===== config.mk =====
export PLATFORM = sky130hd
export DESIGN_NAME = gray_step_monitor
export DESIGN_NICKNAME = d
export VERILOG_FILES = /design/src/rtl/gray_pkg.sv /design/src/rtl/gray_to_bin.sv /design/src/rtl/gray_step_monitor.sv
export SDC_FILE = /design/constraint.sdc
export NUM_CORES = 1
export LEC_CHECK = 0
export CAP_MARGIN = 0
export CORE_ASPECT_RATIO = 0.8
export CORE_MARGIN = 2
export CORE_UTILIZATION = 61
export CTS_BUF_LIST = sky130_fd_sc_hd__clkbuf_8 sky130_fd_sc_hd__clkbuf_16
export CTS_CLUSTER_DIAMETER = 40
export DETAILED_ROUTE_END_ITERATION = 12
export DONT_BUFFER_PORTS = 1
export GPL_ROUTABILITY_DRIVEN = 0
export PLACE_DENSITY_LB_ADDON = 0.15
export REMOVE_ABC_BUFFERS = 1
export SLEW_MARGIN = 15
export SYNTH_ARGS = -nofsm -noshare
export SYNTH_HDL_FRONTEND = slang
export SYNTH_HIERARCHICAL = 1
export SYNTH_SLANG_ARGS = --single-unit

===== constraint.sdc =====
create_clock -name clk -period 2.44 [get_ports clk]
set_input_delay 0.122 -clock clk [delete_from_list [all_inputs] [get_ports clk]]
set_output_delay 0.122 -clock clk [all_outputs]
set_load 0.1 [all_outputs]

===== src/rtl/gray_pkg.sv =====
// Shared definitions for the Gray step monitor: default code width,
// monitor FSM state encodings and step classification.
package gray_pkg;

    localparam int GRAY_WIDTH = 3;

    // Monitor FSM; encodings are visible on state_out.
    typedef enum logic [1:0] {
        ST_IDLE    = 2'd0,
        ST_ACQUIRE = 2'd1,
        ST_LOCKED  = 2'd2,
        ST_FAULT   = 2'd3
    } mon_state_e;

    // Relation of a new sample to the previous one, modulo 2^WIDTH.
    typedef enum logic [1:0] {
        STEP_HOLD,
        STEP_FWD,
        STEP_REV,
        STEP_ILLEGAL
    } step_e;

endpackage


===== src/rtl/gray_to_bin.sv =====
// Combinational Gray-to-binary converter: each binary bit is the XOR of
// the Gray bit at that position and the binary bit just above it.
module gray_to_bin #(
    parameter int WIDTH = gray_pkg::GRAY_WIDTH
) (
    input  logic [WIDTH-1:0] gray_i,
    output logic [WIDTH-1:0] bin_o
);

    logic [WIDTH-1:0] bin;

    // Ripple the XOR chain from the MSB down.
    always_comb begin
        bin            = '0;
        bin[WIDTH-1]   = gray_i[WIDTH-1];
        for (int i = WIDTH - 2; i >= 0; i--) begin
            bin[i] = bin[i+1] ^ gray_i[i];
        end
    end

    assign bin_o = bin;

endmodule


===== src/rtl/gray_step_monitor.sv =====
// Gray step monitor: converts a sampled Gray stream to binary, classifies
// each step against the previous sample, runs an IDLE/ACQUIRE/LOCKED/FAULT
// lock machine and keeps a saturating count of illegal steps.
// Build option: define GRAY_BIDIR_EN to accept -1 steps as legal motion
// (pulsing step_rev); otherwise a -1 step is an illegal step.
module gray_step_monitor
    import gray_pkg::*;
#(
    parameter int WIDTH      = GRAY_WIDTH,
    parameter int LOCK_COUNT = 4,
    parameter int ERR_CNT_W  = 8
) (
    input  logic                 clk,
    input  logic                 reset,
    input  logic                 in_valid,
    input  logic [WIDTH-1:0]     gray_in,
    input  logic                 clr_err,
    output logic [WIDTH-1:0]     bin_out,
    output logic                 bin_valid,
    output logic                 step_fwd,
    output logic                 step_rev,
    output logic                 step_err,
    output logic                 locked,
    output logic [ERR_CNT_W-1:0] err_cnt,
    output logic [1:0]           state_out
);

    localparam int GOOD_W = 4;

    mon_state_e           state_q, state_d;
    // prev doubles as bin_out: every valid sample updates both identically.
    logic [WIDTH-1:0]     prev_q, prev_d;
    logic [GOOD_W-1:0]    good_q, good_d;
    logic [ERR_CNT_W-1:0] err_q, err_d;
    logic                 bin_valid_q, bin_valid_d;
    logic                 step_fwd_q, step_fwd_d;
    logic                 step_err_q, step_err_d;
    logic                 err_hit;

    logic [WIDTH-1:0]     bin_new;
    logic [WIDTH-1:0]     delta;
    step_e                step_kind;
    logic                 advance;
    logic                 illegal;

    gray_to_bin #(.WIDTH(WIDTH)) u_gray_to_bin (
        .gray_i (gray_in),
        .bin_o  (bin_new)
    );

    // Classify the new sample relative to the previous one (wraps mod 2^WIDTH).
    always_comb begin
        delta = bin_new - prev_q;
        if (delta == '0)
            step_kind = STEP_HOLD;
        else if (delta == WIDTH'(1))
            step_kind = STEP_FWD;
        else if (delta == '1)
            step_kind = STEP_REV;
        else
            step_kind = STEP_ILLEGAL;
    end

`ifdef GRAY_BIDIR_EN
    assign advance = (step_kind == STEP_FWD) || (step_kind == STEP_REV);
    assign illegal = (step_kind == STEP_ILLEGAL);
`else
    assign advance = (step_kind == STEP_FWD);
    assign illegal = (step_kind == STEP_REV) || (step_kind == STEP_ILLEGAL);
`endif

`ifdef GRAY_BIDIR_EN
    logic step_rev_q, step_rev_d;
`endif

    // Next-state logic for the lock FSM, lock progress, pulses and error count.
    always_comb begin
        // NOTE: every output of this block gets a default first so that no
        // path leaves a signal unassigned, which would infer a latch.
        state_d     = state_q;
        prev_d      = prev_q;
        good_d      = good_q;
        bin_valid_d = 1'b0;
        step_fwd_d  = 1'b0;
        step_err_d  = 1'b0;
        err_hit     = 1'b0;
`ifdef GRAY_BIDIR_EN
        step_rev_d  = 1'b0;
`endif

        if (in_valid) begin
            prev_d      = bin_new;
            bin_valid_d = 1'b1;
            unique case (state_q)
                // First sample after reset or a fault only seeds prev.
                ST_IDLE, ST_FAULT: begin
                    state_d = ST_ACQUIRE;
                    good_d  = '0;
                end
                ST_ACQUIRE: begin
                    if (advance) begin
                        step_fwd_d = (step_kind == STEP_FWD);
`ifdef GRAY_BIDIR_EN
                        step_rev_d = (step_kind == STEP_REV);
`endif
                        good_d = good_q + GOOD_W'(1);
                        if (good_q == GOOD_W'(LOCK_COUNT - 1))
                            state_d = ST_LOCKED;
                    end else if (illegal) begin
                        good_d  = '0;
                        err_hit = 1'b1;
                    end
                end
                ST_LOCKED: begin
                    if (advance) begin
                        step_fwd_d = (step_kind == STEP_FWD);
`ifdef GRAY_BIDIR_EN
                        step_rev_d = (step_kind == STEP_REV);
`endif
                    end else if (illegal) begin
                        state_d = ST_FAULT;
                        err_hit = 1'b1;
                    end
                end
                default: state_d = ST_IDLE;
            endcase
        end

        step_err_d = err_hit;

        // Clear wins over increment, but an error in the same cycle still counts.
        if (clr_err)
            err_d = ERR_CNT_W'(err_hit);
        else if (err_hit && (err_q != {ERR_CNT_W{1'b1}}))
            err_d = err_q + ERR_CNT_W'(1);
        else
            err_d = err_q;
    end

    // State, sample and counter registers with asynchronous reset.
    always_ff @(posedge clk or posedge reset) begin
        if (reset) begin
            state_q     <= ST_IDLE;
            prev_q      <= '0;
            good_q      <= '0;
            err_q       <= '0;
            bin_valid_q <= 1'b0;
            step_fwd_q  <= 1'b0;
            step_err_q  <= 1'b0;
        end else begin
            // NOTE: non-blocking assignments so every register samples the
            // pre-edge values, independent of statement order.
            state_q     <= state_d;
            prev_q      <= prev_d;
            good_q      <= good_d;
            err_q       <= err_d;
            bin_valid_q <= bin_valid_d;
            step_fwd_q  <= step_fwd_d;
            step_err_q  <= step_err_d;
        end
    end

`ifdef GRAY_BIDIR_EN
    // Reverse-step pulse register, present only when reverse motion is legal.
    always_ff @(posedge clk or posedge reset) begin
        if (reset)
            step_rev_q <= 1'b0;
        else
            step_rev_q <= step_rev_d;
    end

    assign step_rev = step_rev_q;
`else
    assign step_rev = 1'b0;
`endif

    assign bin_out   = prev_q;
    assign bin_valid = bin_valid_q;
    assign step_fwd  = step_fwd_q;
    assign step_err  = step_err_q;
    assign locked    = (state_q == ST_LOCKED);
    assign err_cnt   = err_q;
    assign state_out = state_q;

endmodule


Word level (Yosys, flattened, before mapping):

Cells that the tools add are included.

* $add $sub $neg: 3
* eq/ne operators: 15
* mux-type cells: 21
* bitwise operators: 2
* reduce and logical (&&, ||, !) cells: 10

Operator list (number)
* 8-bit two-way mux: 2
* 2-bit two-way mux: 6
* 1-bit two-way mux: 9
* 8-bit by 1-bit adder with 8-bit output (second input constant): 1
* 2-bit == test (second input constant): 4
* 4-bit two-way mux: 2
* 8-bit inequality test (second input constant): 1
* 4-bit case mux with 2 select lines: 1
* 2-bit inequality test (second input constant): 3
* 2-bit case mux with 3 select lines: 1
* 5-bit AND reduction: 1
* 4-bit by 1-bit adder with 4-bit output (second input constant): 1
* 2-bit by 1-bit == test with 1-bit output (second input constant): 2
* 4-bit by 2-bit == test with 1-bit output (second input constant): 1
* 2-bit nonzero test: 2
* 2-bit OR reduction: 2
* 3-bit by 1-bit == test with 1-bit output (second input constant): 1
* 3-bit == test (second input constant): 1
* 3-bit logical NOT: 1
* 3-bit inequality test (second input constant): 1
* 3-bit AND reduction: 1
* 3-bit subtractor: 1
* 2-bit logical NOT: 1
* 2-bit by 1-bit inequality test with 1-bit output (second input constant): 1
* other kinds (3): 4

* bits in registers: 20
* output and inout bits: 18
* word-level logic and storage cells: 58

Depth between registers and ports, before layout:

* depth in word-level cells: 16
* depth in mapped cells: 9
* depth with buffers taken out: 9

Cells and area by module:

Netlist, hierarchy kept.

Modules (own cells, without submodules)
* gray_step_monitor: times used 1, cells each 110, area each 1096.1 um2
* gray_to_bin: times used 1, cells each 3, area each 40.0 um2

Worst setup path after synthesis:

Ideal clock, no wire load.

* path type: reg2reg
* from: register prev_q[0] (netlist: bin_out[0])
* to: register err_q[6] (netlist: err_cnt[6])
* setup time: 136 ps
* arrival: 2437 ps
* slack: -133 ps
* cell stages (with the launch flop): 8
* buffers on the path: 1
* path through: dfrtp_1 ha_1 fa_1 inv_1 o21ai_2 buf_2 o41ai_1 a21oi_1

* cells in the longest elaborated chain, start to end: 13

Ends and longest elaborated chain
* start: declaration: RTL line gray_step_monitor.sv:32 `logic [WIDTH-1:0] prev_q, prev_d;`
* start signal: assignment: RTL line gray_step_monitor.sv:154 `prev_q <= prev_d;`
* 3-bit subtractor (*): RTL line gray_step_monitor.sv:53 `delta = bin_new - prev_q;`
* 3-bit == test: RTL line gray_step_monitor.sv:58 `else if (delta == '1)`
* 1-bit two-way mux: RTL line gray_step_monitor.sv:58
* 2-bit two-way mux: RTL line gray_step_monitor.sv:56 `else if (delta == WIDTH'(1))`
* 2-bit two-way mux (*): RTL line gray_step_monitor.sv:54 `if (delta == '0)`
* 2-bit == test: RTL line gray_step_monitor.sv:69 `assign illegal = (step_kind == STEP_REV) || (step_kind == STEP_ILLEGAL);`
* 1-bit logical OR: RTL line gray_step_monitor.sv:69
* 1-bit two-way mux: RTL line gray_step_monitor.sv:109, gray_step_monitor.sv:120
* 1-bit two-way mux (*): RTL line gray_step_monitor.sv:101 `if (advance) begin`
* 1-bit two-way mux (*)
* 1-bit two-way mux (*): RTL line gray_step_monitor.sv:91 `if (in_valid) begin`
* 1-bit logical AND (*): RTL line gray_step_monitor.sv:134 `else if (err_hit && (err_q != {ERR_CNT_W{1'b1}}))`
* 2-bit nonzero test (no source line) (*)
* end signal: assignment: RTL line gray_step_monitor.sv:156 `err_q <= err_d;`
* end: declaration: RTL line gray_step_monitor.sv:34 `logic [ERR_CNT_W-1:0] err_q, err_d;`

Every way passes the cells marked *; elsewhere a longest branch is shown, timed or not.
A chain may end at the register's enable or synchronous reset.

Final worst setup path:

* from: register prev_q[0] (netlist: bin_out[0])
* to: register err_q[3] (netlist: err_cnt[3])

Same word-level chain as after synthesis.

==> summary by stage <==
Placed design
The number of I/O port buffers is 0. Detailed placement finished with a half-perimeter wire length of 2.00 mm. After detailed placement, the total cell area comes to 1310 um^2.

Worst hold path
The hold path startpoint is clr_err. The type of the tightest min-delay check is primary input to flip-flop. Counting instances, the worst hold path has a depth of 2.

Setup path
The data arrival time of the critical path is 2.63 ns. Data on the critical path is required at its endpoint by 2.63 ns. In this run the critical register-to-register path is launched from bin_out[0].

Along the worst path, the maximum fanout reaches 10. The critical path starts at bin_out[0]. The number of cells on the worst reg-to-reg path is 7. STA classifies the critical path startpoint as a flip-flop. The worst setup path is captured at a flip-flop. The kind of critical path is flip-flop to flip-flop.

Die
The core region is 1690 um^2. The area enclosed by the die boundary is 2230 um^2. 25 I/O pins were placed. The initial utilization of the core area, before any placement, comes to 0.672. Row generation in the floorplan step produced 13 rows. In this run the vertical extent of the chip is 42.6 um. The floorplan step set the die width to 52.3 um.

Routing
The first routing iteration left 53 violations. The total vias in the final route is 1142. The detailed-route wire length per cell is 22.8 um. The number of design rule violations left after detail routing is 0. The vias per cell is 7.01. Before antenna repair, the detailed router went through 4 iterations.

The number of nets with antenna violations after detailed routing is 0. Wires add up to 3.71 mm.

Yosys
The most instantiated flip-flop cell in the synthesis netlist is dfrtp_1. Ranked by total cell area, the synthesized netlist is headed by dfrtp_1, ha_1, a21oi_1, inv_1, nand2_1. During synthesis, Yosys emitted a total of 6 warnings. The share of synthesized flip-flops with an asynchronous set or reset is 1.00. After technology mapping, the gate count stands at 113.

The largest total area in the synthesized netlist belongs to dfrtp_1. A synthesized cell averages 10.1 um^2. The number of unique standard cell types used by synthesis is 36. The fraction of post-synthesis cell area in the top cell type by area is 0.441. In this run, synthesis inferred 0 flip-flops with an integrated enable. dfrtp_1 is the most common cell in the netlist.

Of the synthesized area, sequential elements account for 0.441. Counting instances in the post-synthesis netlist gives the leading cell types as dfrtp_1, a21oi_1, inv_1, nand2_1. The post-synthesis sequential element count is 20.

The cell area that synthesis handed to floorplanning was 1140 um^2.

Finish
The final instance area is 1500 um^2. The layout-stage area growth over the synthesis result is 32.4%. The post-route core utilization is 0.889. The share of layout cells above drive strength 1 is 0.355. 0 antenna diodes ended up in the layout.

The number of nets in the final layout is 156.

Timing
The worst clock skew on the final layout is 0.00252 ns. The transition time at the pin with the least slew margin is 0.869 ns. The final critical delay including setup and external delays is 2.45 ns.

The final period utilization is 1.00. Setup violations remaining at the end of the flow were counted as 1. Setup repair after global routing could not meet its margin everywhere. The final number of max-transition violations is 0. The number of failing hold endpoints at the final stage is 0. Once routing completed, OpenROAD measured the worst setup slack at -0.00656 ns. Measured against its own limit, the worst slew margin works out to 0.421. For this run, the top clock speed supported by timing is 409 MHz.

GRT
The number of global-route vias before repair came to 1036. The global-route total usage across every layer is 0.328. The global-route wire length before repair is 5.16 mm.

The total congestion overflow is 0. The number of antenna violations at the first check in global routing came to 0. The largest net degree at the start of global routing is 21.

Status
The flow ran to the end, but the final reports show violations. The checks that failed: negative setup slack.

Clock network
The clock passes through at most 2 buffers. The number of buffers added by the clock tree synthesis step is 3. The buffer cell driving the clock tree root is clkbuf_8.

Clock-pin slew was measured on the worst setup and hold paths at 0.07 ns. The clock insertion delay at the later pin of the skew report is 0.26 ns. TritonCTS built the clock tree. Clock tree synthesis found a total of 20 sinks. The number of H-tree levels is 1.

Power and ir drop
The worst ir drop on vdd is 0.00126 V. The total power density per cell area is 1150 nW/um^2. The leakage dissipation is 0.666 nW.

Job
Across the run, the number of max-cap violations was 0.
## layer usage
metal / vias to the layer above / track usage / share of wire
met2: 102 / 0.532 / 0.47
met1: 542 / 0.396 / 0.35
met5: - / 0 / 0
li1: 461 / - / -
met4: 0 / 0.144 / 0.071
met3: 37 / 0.107 / 0.11
## state kept, by name, summed over array words and instances, names as in the netlist
register,flops
bin_valid,1
state_out,2
step_err,1
bin_out,3
good_q,4
err_cnt,8
step_fwd,1
## stage by stage
step / worst slack (ns) / std cells / hold WS [ns] / setup TNS [ns] / power [mW]
3_5_place_dp: -0.386 / 153 / 0.154 / -4.10 / 1.34
5_1_grt: -0.0422 / 163 / 0.00870 / -0.0859 / 1.78
3_3_place_gp: -0.242 / 153 / 0.154 / -2.44 / 1.31
4_1_cts: -0.0546 / 162 / 0.0116 / -0.0964 / 1.66
2_1_floorplan: -0.195 / 109 / 0.0858 / -1.19 / 1.11
6_report: -0.00656 / 163 / 0.00301 / -0.00656 / 1.72
## cell usage in the layout, fill, tap and decap left out, drive strengths merged, types with 2 or more instances in the layout
cell type and count:
dfrtp 20, nand2 9, dlygate4sd3 3, a21oi 10, buf 25, nor3 4, xor3 2, nand3 3
or4 4, clkbuf 4, nor2 5, o41ai 3, inv 10, o21ai 8, o31ai 3, nor2b 3
ha 6, mux2 3, mux2i 2
## what timing repair did
item | 4_1_cts | 5_1_grt
setup endpoints to repair | 15 | 14
buffers inserted | 2 | 1
hold buffers | 3 | 0
pin swaps | 6 | 6
hold endpoints to repair | 28 | 0
gates resized for setup | 10 | 11
## where the power goes
part           switching (mW)  total (mW)  internal (mW)
registers               0.161       0.550          0.389
logic                   0.617       0.921          0.304
clock network           0.109       0.253          0.144
total                   0.887        1.72          0.837
## kinds of logic (layout without fill, tap and decap cells)
kind of cell	Yosys count	in the layout	share of synthesized area
simple gates	36	36	0.173
xor+xnor	3	3	0.0507
mux	5	5	0.0474
fa+ha+maj	7	7	0.0837
buf+inv	14	42	0.0540
flops	20	20	0.441
compound gates	27	27	0.148
other cells	1	1	0.00330
## area by class of cell
class	instances	area [um^2]
clock buffers	4	55.1
fillers	63	188
inverters	10	40.0
well taps	22	27.5
flip-flops and latches	20	504
multi-input cells	79	656
repair buffers	28	221
## worst max-delay path, stage by stage, from the launching register on
cell and delay (ns):
dfrtp_4 0.64, ha_4 0.23, fa_2 0.36, xor3_2 0.28
o21ai_4 0.12, buf_4 0.19, or3_1 0.40, a21oi_2 0.16
## path summary, 6_finish.rpt
check | to | slack (ns)
max | err_cnt[3] | -0.007
min | err_cnt[0] | 0.003
max reg2reg | err_cnt[3] | -0.007
min reg2reg | good_q[2] | 0.60
max in group asynchronous | bin_out[0] | 1.42
min in group asynchronous | bin_out[0] | 0.46
(Power assumes the default switching activity.)
